File: src/rtl/wb_pkg.sv
// Shared encodings for the writeback / load-return stage.
// Holds the wb_sel encodings, load funct3 codes, the FSM state type and
// a helper that maps a load funct3 to its byte-offset alignment mask.
package wb_pkg;

  localparam logic [1:0] WB_ALU = 2'b00;
  localparam logic [1:0] WB_MEM = 2'b01;
  localparam logic [1:0] WB_PC4 = 2'b10;
  localparam logic [1:0] WB_CSR = 2'b11;

  localparam logic [2:0] F3_LB  = 3'b000;
  localparam logic [2:0] F3_LH  = 3'b001;
  localparam logic [2:0] F3_LW  = 3'b010;
  localparam logic [2:0] F3_LD  = 3'b011;
  localparam logic [2:0] F3_LBU = 3'b100;
  localparam logic [2:0] F3_LHU = 3'b101;
  localparam logic [2:0] F3_LWU = 3'b110;

  typedef enum logic {
    S_IDLE      = 1'b0,
    S_WAIT_LOAD = 1'b1
  } wb_state_t;

  // Low funct3 bits encode log2(access size); offset bits under the mask must be 0.
  function automatic logic [2:0] align_mask(input logic [2:0] f3);
    logic [2:0] m;
    case (f3[1:0])
      2'b00:   m = 3'b000;
      2'b01:   m = 3'b001;
      2'b10:   m = 3'b011;
      default: m = 3'b111;
    endcase
    return m;
  endfunction

endpackage

File: src/rtl/wb_load_align.sv
// Combinational load formatter.
// Selects the byte lane given by offset from a naturally aligned memory
// word, sign/zero-extends it according to funct3 and flags misaligned or
// illegal accesses. On error the data output is forced to zero.
//   rdata  : raw memory word
//   offset : byte offset of the access within the word
//   funct3 : load size/sign
//   data   : formatted XLEN result (0 on error)
//   err    : misaligned access or illegal funct3
module wb_load_align
  import wb_pkg::*;
#(
  parameter int unsigned XLEN = 32,
  parameter int unsigned OFFW = $clog2(XLEN / 8)
) (
  input  logic [XLEN-1:0] rdata,
  input  logic [OFFW-1:0] offset,
  input  logic [2:0]      funct3,
  output logic [XLEN-1:0] data,
  output logic            err
);

  localparam bit IS64 = (XLEN == 64);

  logic [XLEN-1:0] lane;
  logic [XLEN-1:0] fmt;
  logic            illegal;
  logic            misaligned;

  // Shift the addressed byte lane down to bit 0, then extend by access type.
  always_comb begin
    lane       = rdata >> {offset, 3'b000};
    fmt        = '0;
    illegal    = 1'b0;
    misaligned = (3'(offset) & align_mask(funct3)) != 3'b000;
    case (funct3)
      F3_LB:  fmt = XLEN'($signed(lane[7:0]));
      F3_LBU: fmt = XLEN'(lane[7:0]);
      F3_LH:  fmt = XLEN'($signed(lane[15:0]));
      F3_LHU: fmt = XLEN'(lane[15:0]);
      F3_LW:  fmt = XLEN'($signed(lane[31:0]));
      F3_LWU: begin
        fmt     = XLEN'(lane[31:0]);
        illegal = !IS64;
      end
      F3_LD: begin
        fmt     = lane;
        illegal = !IS64;
      end
      default: illegal = 1'b1;
    endcase
    err  = illegal || misaligned;
    data = err ? '0 : fmt;
  end

endmodule

File: src/rtl/stage_wb_lsu.sv
// Writeback stage with integrated load-return unit.
// Accepts one instruction per cycle, selects the writeback value, waits for
// variable-latency load data while stalling upstream, and drives a registered
// register-file write port (also the forwarding source).
// Optional feature macro: WB_CSR_EN adds csr_rdata and makes wb_sel 11 select it.
//   valid_in/ready_out       : upstream handshake (ready_out is combinational)
//   wb_sel, reg_write, rd    : writeback control
//   alu_out, pc_plus4        : result sources; alu_out is also the load address
//   funct3                   : load size/sign
//   mem_rvalid, mem_rdata    : load return (single-cycle pulse)
//   csr_rdata                : CSR read data (WB_CSR_EN only)
//   rf_we, rf_waddr, rf_wdata: registered register-file write port
//   load_err, retire         : registered one-cycle completion pulses
module stage_wb_lsu
  import wb_pkg::*;
#(
  parameter int unsigned XLEN = 32,
  parameter int unsigned RAW  = 5,
  parameter int unsigned OFFW = $clog2(XLEN / 8)
) (
  input  logic            clk,
  input  logic            rst_n,
  input  logic            valid_in,
  output logic            ready_out,
  input  logic [1:0]      wb_sel,
  input  logic            reg_write,
  input  logic [RAW-1:0]  rd,
  input  logic [XLEN-1:0] alu_out,
  input  logic [XLEN-1:0] pc_plus4,
  input  logic [2:0]      funct3,
  input  logic            mem_rvalid,
  input  logic [XLEN-1:0] mem_rdata,
`ifdef WB_CSR_EN
  input  logic [XLEN-1:0] csr_rdata,
`endif
  output logic            rf_we,
  output logic [RAW-1:0]  rf_waddr,
  output logic [XLEN-1:0] rf_wdata,
  output logic            load_err,
  output logic            retire
);

  wb_state_t       state_q, state_d;
  logic [RAW-1:0]  ld_rd_q, ld_rd_d;
  logic            ld_we_q, ld_we_d;
  logic [2:0]      ld_f3_q, ld_f3_d;
  logic [OFFW-1:0] ld_off_q, ld_off_d;

  logic            rf_we_q, rf_we_d;
  logic [RAW-1:0]  rf_waddr_q, rf_waddr_d;
  logic [XLEN-1:0] rf_wdata_q, rf_wdata_d;
  logic            load_err_q, load_err_d;
  logic            retire_q, retire_d;

  logic [OFFW-1:0] al_off;
  logic [2:0]      al_f3;
  logic [XLEN-1:0] al_data;
  logic            al_err;
  logic [XLEN-1:0] nonload_res;

  logic            cmp_c;
  logic [RAW-1:0]  cmp_rd;
  logic            cmp_we;
  logic [XLEN-1:0] cmp_data;
  logic            cmp_err;

  assign ready_out = rst_n && (state_q == S_IDLE);

  // The formatter sees live fields for same-cycle returns, latched ones while waiting.
  assign al_off = (state_q == S_IDLE) ? alu_out[OFFW-1:0] : ld_off_q;
  assign al_f3  = (state_q == S_IDLE) ? funct3 : ld_f3_q;

  wb_load_align #(
    .XLEN (XLEN),
    .OFFW (OFFW)
  ) u_align (
    .rdata  (mem_rdata),
    .offset (al_off),
    .funct3 (al_f3),
    .data   (al_data),
    .err    (al_err)
  );

  // Non-load result select.
  always_comb begin
    nonload_res = '0;
    case (wb_sel)
      WB_ALU: nonload_res = alu_out;
      WB_PC4: nonload_res = pc_plus4;
`ifdef WB_CSR_EN
      WB_CSR: nonload_res = csr_rdata;
`endif
      default: nonload_res = '0;
    endcase
  end

  // Next-state, load latch and completion logic.
  always_comb begin
    state_d    = state_q;
    ld_rd_d    = ld_rd_q;
    ld_we_d    = ld_we_q;
    ld_f3_d    = ld_f3_q;
    ld_off_d   = ld_off_q;
    rf_we_d    = 1'b0;
    rf_waddr_d = rf_waddr_q;
    rf_wdata_d = rf_wdata_q;
    load_err_d = 1'b0;
    retire_d   = 1'b0;
    cmp_c      = 1'b0;
    cmp_rd     = rd;
    cmp_we     = reg_write;
    cmp_data   = nonload_res;
    cmp_err    = 1'b0;

    case (state_q)
      S_IDLE: begin
        if (valid_in) begin
          if (wb_sel == WB_MEM) begin
            if (mem_rvalid) begin
              cmp_c    = 1'b1;
              cmp_data = al_data;
              cmp_err  = al_err;
            end else begin
              ld_rd_d  = rd;
              ld_we_d  = reg_write;
              ld_f3_d  = funct3;
              ld_off_d = alu_out[OFFW-1:0];
              state_d  = S_WAIT_LOAD;
            end
          end else begin
            cmp_c = 1'b1;
          end
        end
      end
      S_WAIT_LOAD: begin
        if (mem_rvalid) begin
          cmp_c    = 1'b1;
          cmp_rd   = ld_rd_q;
          cmp_we   = ld_we_q;
          cmp_data = al_data;
          cmp_err  = al_err;
          state_d  = S_IDLE;
        end
      end
      default: state_d = S_IDLE;
    endcase

    // Address/data always update on completion; enable masks x0 and errors.
    if (cmp_c) begin
      rf_we_d    = cmp_we && (cmp_rd != '0) && !cmp_err;
      rf_waddr_d = cmp_rd;
      rf_wdata_d = cmp_data;
      load_err_d = cmp_err;
      retire_d   = 1'b1;
    end
  end

  always_ff @(posedge clk) begin
    if (!rst_n) begin
      state_q    <= S_IDLE;
      ld_rd_q    <= '0;
      ld_we_q    <= 1'b0;
      ld_f3_q    <= '0;
      ld_off_q   <= '0;
      rf_we_q    <= 1'b0;
      rf_waddr_q <= '0;
      rf_wdata_q <= '0;
      load_err_q <= 1'b0;
      retire_q   <= 1'b0;
    end else begin
      state_q    <= state_d;
      ld_rd_q    <= ld_rd_d;
      ld_we_q    <= ld_we_d;
      ld_f3_q    <= ld_f3_d;
      ld_off_q   <= ld_off_d;
      rf_we_q    <= rf_we_d;
      rf_waddr_q <= rf_waddr_d;
      rf_wdata_q <= rf_wdata_d;
      load_err_q <= load_err_d;
      retire_q   <= retire_d;
    end
  end

  assign rf_we    = rf_we_q;
  assign rf_waddr = rf_waddr_q;
  assign rf_wdata = rf_wdata_q;
  assign load_err = load_err_q;
  assign retire   = retire_q;

endmodule
File: config.mk
export PLATFORM = sky130hd
export DESIGN_NAME = stage_wb_lsu
export DESIGN_NICKNAME = d
export VERILOG_FILES = /design/src/rtl/wb_pkg.sv /design/src/rtl/wb_load_align.sv /design/src/rtl/stage_wb_lsu.sv
export SDC_FILE = /design/constraint.sdc
export NUM_CORES = 1
export LEC_CHECK = 0
export ABC_AREA = 1
export CORE_AREA = 2 2 94 96
export CTS_CLUSTER_SIZE = 25
export DETAILED_ROUTE_END_ITERATION = 7
export DIE_AREA = 0 0 96 98
export PLACE_DENSITY = 0.81
export SLEW_MARGIN = 20
export SYNTH_ARGS = -nofsm -noshare
export SYNTH_HDL_FRONTEND = slang
export SYNTH_SLANG_ARGS = --single-unit
File: constraint.sdc
create_clock -name clk -period 1.9 [get_ports clk]
set_input_delay 0.19 -clock clk [delete_from_list [all_inputs] [get_ports clk]]
set_output_delay 0.19 -clock clk [all_outputs]
set_load 0.01 [all_outputs]
==> impl_results.html, run 1 <==
<table>
<tr><th>Metric</th><th>Value</th></tr>
<tr><th colspan="2">Outcome</th></tr>
<tr><td>Outcome</td><td>completed</td></tr>
<tr><th colspan="2">Floorplan</th></tr>
<tr><td>Overall die width</td><td>about 96 um</td></tr>
<tr><td>Height of the die</td><td>98 um</td></tr>
<tr><td>Starting Density</td><td>0.4301</td></tr>
<tr><td>Num ports</td><td>152</td></tr>
<tr><td>Core Footprint</td><td>between 8000 and 9000 um2</td></tr>
<tr><td># rows</td><td>34</td></tr>
<tr><td>Area of the die</td><td>9408 um2</td></tr>
<tr><th colspan="2">Clock network</th></tr>
<tr><td>Quantity of hold-fixing buffers added after cts</td><td>0</td></tr>
<tr><td>Clock root cell</td><td>sky130_fd_sc_hd__clkbuf_8</td></tr>
<tr><td>Skew-Pair Late Insertion Delay</td><td>310 ps</td></tr>
<tr><td>Number of buffers on the longest clock path</td><td>2</td></tr>
<tr><td>Maximum level of the CTS H-tree</td><td>2</td></tr>
<tr><td>Clock tree from TritonCTS</td><td>built</td></tr>
<tr><td>Total clock buffers created by CTS</td><td>5</td></tr>
<tr><td>Clock transition time at the flip-flop clock pins of the worst setup and hold paths</td><td>around 100 ps</td></tr>
<tr><td>Clock sink total</td><td>52</td></tr>
<tr><th colspan="2">Cells and area</th></tr>
<tr><td>Post-layout nets</td><td>860</td></tr>
<tr><td>Count of inserted antenna diode cells</td><td>0</td></tr>
<tr><td>Final Instance Count excl. Fillers</td><td>858</td></tr>
<tr><td>Number of filler instances in the final layout</td><td>774</td></tr>
<tr><td>Most frequent cells in the layout</td><td>sky130_fd_sc_hd__clkdlybuf4s50_1, sky130_fd_sc_hd__nand2_1, sky130_fd_sc_hd__o21ai_0</td></tr>
<tr><td>Final Core Density</td><td>0.6409</td></tr>
<tr><td>Most common cell after layout, fill and taps aside</td><td>sky130_fd_sc_hd__clkdlybuf4s50_1</td></tr>
<tr><td>Synthesis-to-layout area growth</td><td>49.00%</td></tr>
<tr><td>Post-route standard cell area excluding fillers</td><td>roughly 5400 um2</td></tr>
<tr><td>Proportion of layout cells with a drive suffix above 1</td><td>0.06933</td></tr>
<tr><th colspan="2">Critical path</th></tr>
<tr><td>Startpoint class of the critical path</td><td>register</td></tr>
<tr><td>Crit path capture type</td><td>register</td></tr>
<tr><td>Launching element of the worst setup path</td><td>state_q</td></tr>
<tr><td>CP cell instances</td><td>buf_4 -&gt; nand2_1 -&gt; o21ai_1 -&gt; buf_4 -&gt; nand3_1 -&gt; nand3_4 -&gt; nand3_1 -&gt; nand2_1 -&gt; a21oi_1</td></tr>
<tr><td>Cell with the largest stage delay on the worst path</td><td>sky130_fd_sc_hd__dfxtp_2</td></tr>
<tr><td>WP data required</td><td>2100 ps</td></tr>
<tr><td>Delay of the slowest cell on the worst path</td><td>380 ps</td></tr>
<tr><td>Kind of cell with the highest combined delay on the critical path</td><td>simple AND/OR/NAND/NOR gates</td></tr>
<tr><td>Critical Path AT</td><td>between 1500 and 2000 ps</td></tr>
<tr><td>Critical path buffers and inverters</td><td>2</td></tr>
<tr><td>Origin of the critical flop-to-flop path</td><td>state_q</td></tr>
<tr><td>Category of the critical setup timing path</td><td>reg2reg</td></tr>
<tr><td>Maximum net fanout on the critical path</td><td>12</td></tr>
<tr><th colspan="2">Placement</th></tr>
<tr><td>Worst slack at placement</td><td>-78.05 ps</td></tr>
<tr><td>Number of instances in the placed design</td><td>848</td></tr>
<tr><td>Detailed-placement wirelength estimate</td><td>9148 um</td></tr>
<tr><td>Routability Congestion</td><td>about 0.9</td></tr>
<tr><td>Placed instance area</td><td>5253 um2</td></tr>
<tr><td>Port Buffers</td><td>~150</td></tr>
<tr><th colspan="2">Yosys</th></tr>
<tr><td>Post-Synthesis Mean Instance Area</td><td>5.949 um2</td></tr>
<tr><td>Number of distinct standard cells referenced by the synthesized netlist</td><td>25</td></tr>
<tr><td>Sequential fraction of the synthesis area</td><td>0.2859</td></tr>
<tr><td>Net count of the mapped netlist</td><td>a little over 700</td></tr>
<tr><td>Seq cells post-synth</td><td>52</td></tr>
<tr><td>Mapped Cells</td><td>612</td></tr>
<tr><td>Yosys warnings</td><td>0</td></tr>
<tr><td>Mapped cell area</td><td>3641 um2</td></tr>
<tr><th colspan="2">Timing</th></tr>
<tr><td>Unrepaired setup endpoints after global routing</td><td>no</td></tr>
<tr><td>Final slew viol count</td><td>0</td></tr>
<tr><td>Final worst setup slack</td><td>126.0 ps</td></tr>
<tr><td>Worst Tran Pin Value</td><td>between 400 and 500 ps</td></tr>
<tr><td>Slew headroom</td><td>0.6703</td></tr>
<tr><td>Period Utilization, post-route</td><td>0.9337</td></tr>
<tr><td>Final clock skew</td><td>~13 ps</td></tr>
<tr><td>Min Clock Period, post-route</td><td>1774 ps</td></tr>
<tr><td>Hold Fails Final Rpt</td><td>0</td></tr>
<tr><td>Setup violation total in the final timing report</td><td>0</td></tr>
<tr><td>Achievable clock frequency</td><td>563.7 MHz</td></tr>
<tr><th colspan="2">Global routing</th></tr>
<tr><td>Number of global-route vias before repair</td><td>4148</td></tr>
<tr><td>Maximum number of pins on one net before global-route repair</td><td>between 40 and 50</td></tr>
<tr><td>Antenna violations before repair</td><td>0</td></tr>
<tr><td>Global-route wire length before repair</td><td>19150 um</td></tr>
<tr><td>Total grt overflow</td><td>0</td></tr>
<tr><td>All-layer global routing usage</td><td>0.2509</td></tr>
<tr><th colspan="2">Detailed routing</th></tr>
<tr><td>DRC</td><td>0</td></tr>
<tr><td>Total detailed-routing wirelength</td><td>12340 um</td></tr>
<tr><td>Router iterations before antenna repair</td><td>6</td></tr>
<tr><td>Average wire per cell in the routed design</td><td>14.38 um</td></tr>
<tr><td>Post-DRT Antenna Nets</td><td>0</td></tr>
<tr><td>Routed via count</td><td>roughly 4600</td></tr>
<tr><td>Average via count per standard cell</td><td>5.385</td></tr>
<tr><td>Iteration-0 DRC Markers</td><td>431</td></tr>
<tr><th colspan="2">Power and ir drop</th></tr>
<tr><td>Power per standard cell area</td><td>555.5 nW/um2</td></tr>
<tr><td>Power, Total</td><td>0.003014 W</td></tr>
<tr><td>Largest voltage drop on the vdd net</td><td>266.0 uV</td></tr>
<tr><td>Leak pwr</td><td>between 2 and 2.5 nW</td></tr>
<tr><th colspan="2">Worst hold path</th></tr>
<tr><td>Worst Hold Class</td><td>in2reg</td></tr>
<tr><td>Startpoint of the tightest hold check path</td><td>rd[4]</td></tr>
<tr><th colspan="2">Flow run</th></tr>
<tr><td>Max cap viols</td><td>0</td></tr>
</table>
==> worst register-to-register path, stage by stage (launching register included) <==
cell	delay [ps]
sky130_fd_sc_hd__dfxtp_2	380
sky130_fd_sc_hd__buf_4	170
sky130_fd_sc_hd__nand2_1	80
sky130_fd_sc_hd__o21ai_1	80
sky130_fd_sc_hd__buf_4	170
sky130_fd_sc_hd__nand3_1	280
sky130_fd_sc_hd__nand3_4	250
sky130_fd_sc_hd__nand3_1	120
sky130_fd_sc_hd__nand2_1	90
sky130_fd_sc_hd__a21oi_1	60
==> routing by layer <==
layer  routed length, um  vias to the layer above  GRT usage
met2                5629                      235     0.3948
met5                   0                        -          0
met3                1139                       13    0.03241
li1                    -                     2294          -
met1                5408                     2078     0.3591
met4                 160                        0    0.06703
==> cells by family after synthesis <==
| kind of cell | count (synthesis) | synth area share |
|---|---|---|
| AO/OA/AOI/OAI | 186 | 0.2584 |
| buffers and inverters | 117 | 0.1447 |
| flip-flops | 52 | 0.2859 |
| AND/OR/NAND/NOR | 257 | 0.3110 |
==> final timing paths <==
path	to	cells past startpoint	slack, ps
worst min register to register	ld_rd_q[1]	2	470
worst max register to register	rf_wdata[17]	9	130
worst min-delay path	ld_rd_q[4]	3	440
worst max-delay path	rf_wdata[17]	9	130
==> per-stage QoR <==
stage               hold slack [ps]  TNS [ps]
global placement              445.3    -354.7
finish                        437.6         0
detailed placement            448.7     -1388
global route                  484.1         0
floorplan                     328.4         0
CTS                           436.2         0
==> timing repair <==
| action | CTS | global route |
|---|---|---|
| resized for setup | 0 | 7 |
| endpoints found under the setup margin | 0 | 27 |
| buffers inserted | 0 | 0 |
==> Yosys cell counts <==
library cell               number  share of area
sky130_fd_sc_hd__a211oi_1       4         0.0082
sky130_fd_sc_hd__a21oi_1       79           0.11
sky130_fd_sc_hd__and2_1         1         0.0017
sky130_fd_sc_hd__and3_1         1         0.0017
sky130_fd_sc_hd__buf_1          1         0.0010
sky130_fd_sc_hd__buf_2         17          0.023
sky130_fd_sc_hd__buf_4          3         0.0062
sky130_fd_sc_hd__buf_6          7          0.022
sky130_fd_sc_hd__clkbuf_1      17          0.018
sky130_fd_sc_hd__clkinv_1       1         0.0010
sky130_fd_sc_hd__dfxtp_1       52           0.29
sky130_fd_sc_hd__inv_1         69          0.071
sky130_fd_sc_hd__inv_2          1         0.0010
sky130_fd_sc_hd__inv_4          1         0.0017
sky130_fd_sc_hd__nand2_1      129           0.13
sky130_fd_sc_hd__nand2_2        6          0.010
sky130_fd_sc_hd__nand3_1       81           0.11
sky130_fd_sc_hd__nand3_2        3         0.0082
sky130_fd_sc_hd__nand4_1        2         0.0034
sky130_fd_sc_hd__nor2_1        29          0.030
sky130_fd_sc_hd__nor2_2         2         0.0034
sky130_fd_sc_hd__nor2_4         2         0.0062
sky130_fd_sc_hd__o21ai_0       91           0.13
sky130_fd_sc_hd__o21ai_1       12          0.016
sky130_fd_sc_hd__or2_2          1         0.0017
==> flip-flops by register name, summed over array words and instances (netlist names) <==
| name | cells |
|---|---|
| ld_we_q | 1 |
| state_q | 1 |
| retire | 1 |
| rf_wdata | 32 |
| load_err | 1 |
| ld_rd_q | 5 |
| rf_waddr | 5 |
| ld_off_q | 2 |
| rf_we | 1 |
| ld_f3_q | 3 |
==> layout make-up <==
| type | count | area (um2) | share of cell area |
|---|---|---|---|
| clock inverters | 1 | 30.03 | 0.005535 |
| well taps | 108 | 135.1 | 0.02491 |
| inverters | 72 | 272.8 | 0.05028 |
| multi-input cells | 445 | 2122 | 0.3911 |
| clock buffers | 7 | 96.34 | 0.01776 |
| flip-flops and latches | 52 | 1042 | 0.1921 |
| repair buffers | 173 | 1727 | 0.3183 |
==> power by group <==
group | switching (W) | leakage (nW) | internal [W]
Combinational | 0.000484 | 1.87 | 0.000496
Sequential | 0.0000348 | 0.429 | 0.00116
Clock | 0.000372 | 0.0645 | 0.000465
Total | 0.000890 | 2.37 | 0.00212
(Power assumes the default switching activity.)
==> inputs of run 2 (changes only) <==
--- a/config.mk
+++ b/config.mk
@@ -6,12 +6,12 @@
 export NUM_CORES = 1
 export LEC_CHECK = 0
 export ABC_AREA = 1
+export CAP_MARGIN = 15
 export CORE_AREA = 2 2 94 96
 export CTS_CLUSTER_SIZE = 25
 export DETAILED_ROUTE_END_ITERATION = 7
 export DIE_AREA = 0 0 96 98
 export PLACE_DENSITY = 0.81
-export SLEW_MARGIN = 20
 export SYNTH_ARGS = -nofsm -noshare
 export SYNTH_HDL_FRONTEND = slang
 export SYNTH_SLANG_ARGS = --single-unit
==> results of run 2 <==
Same layout as run 1: the final DEF is identical, and so are final timing and power.
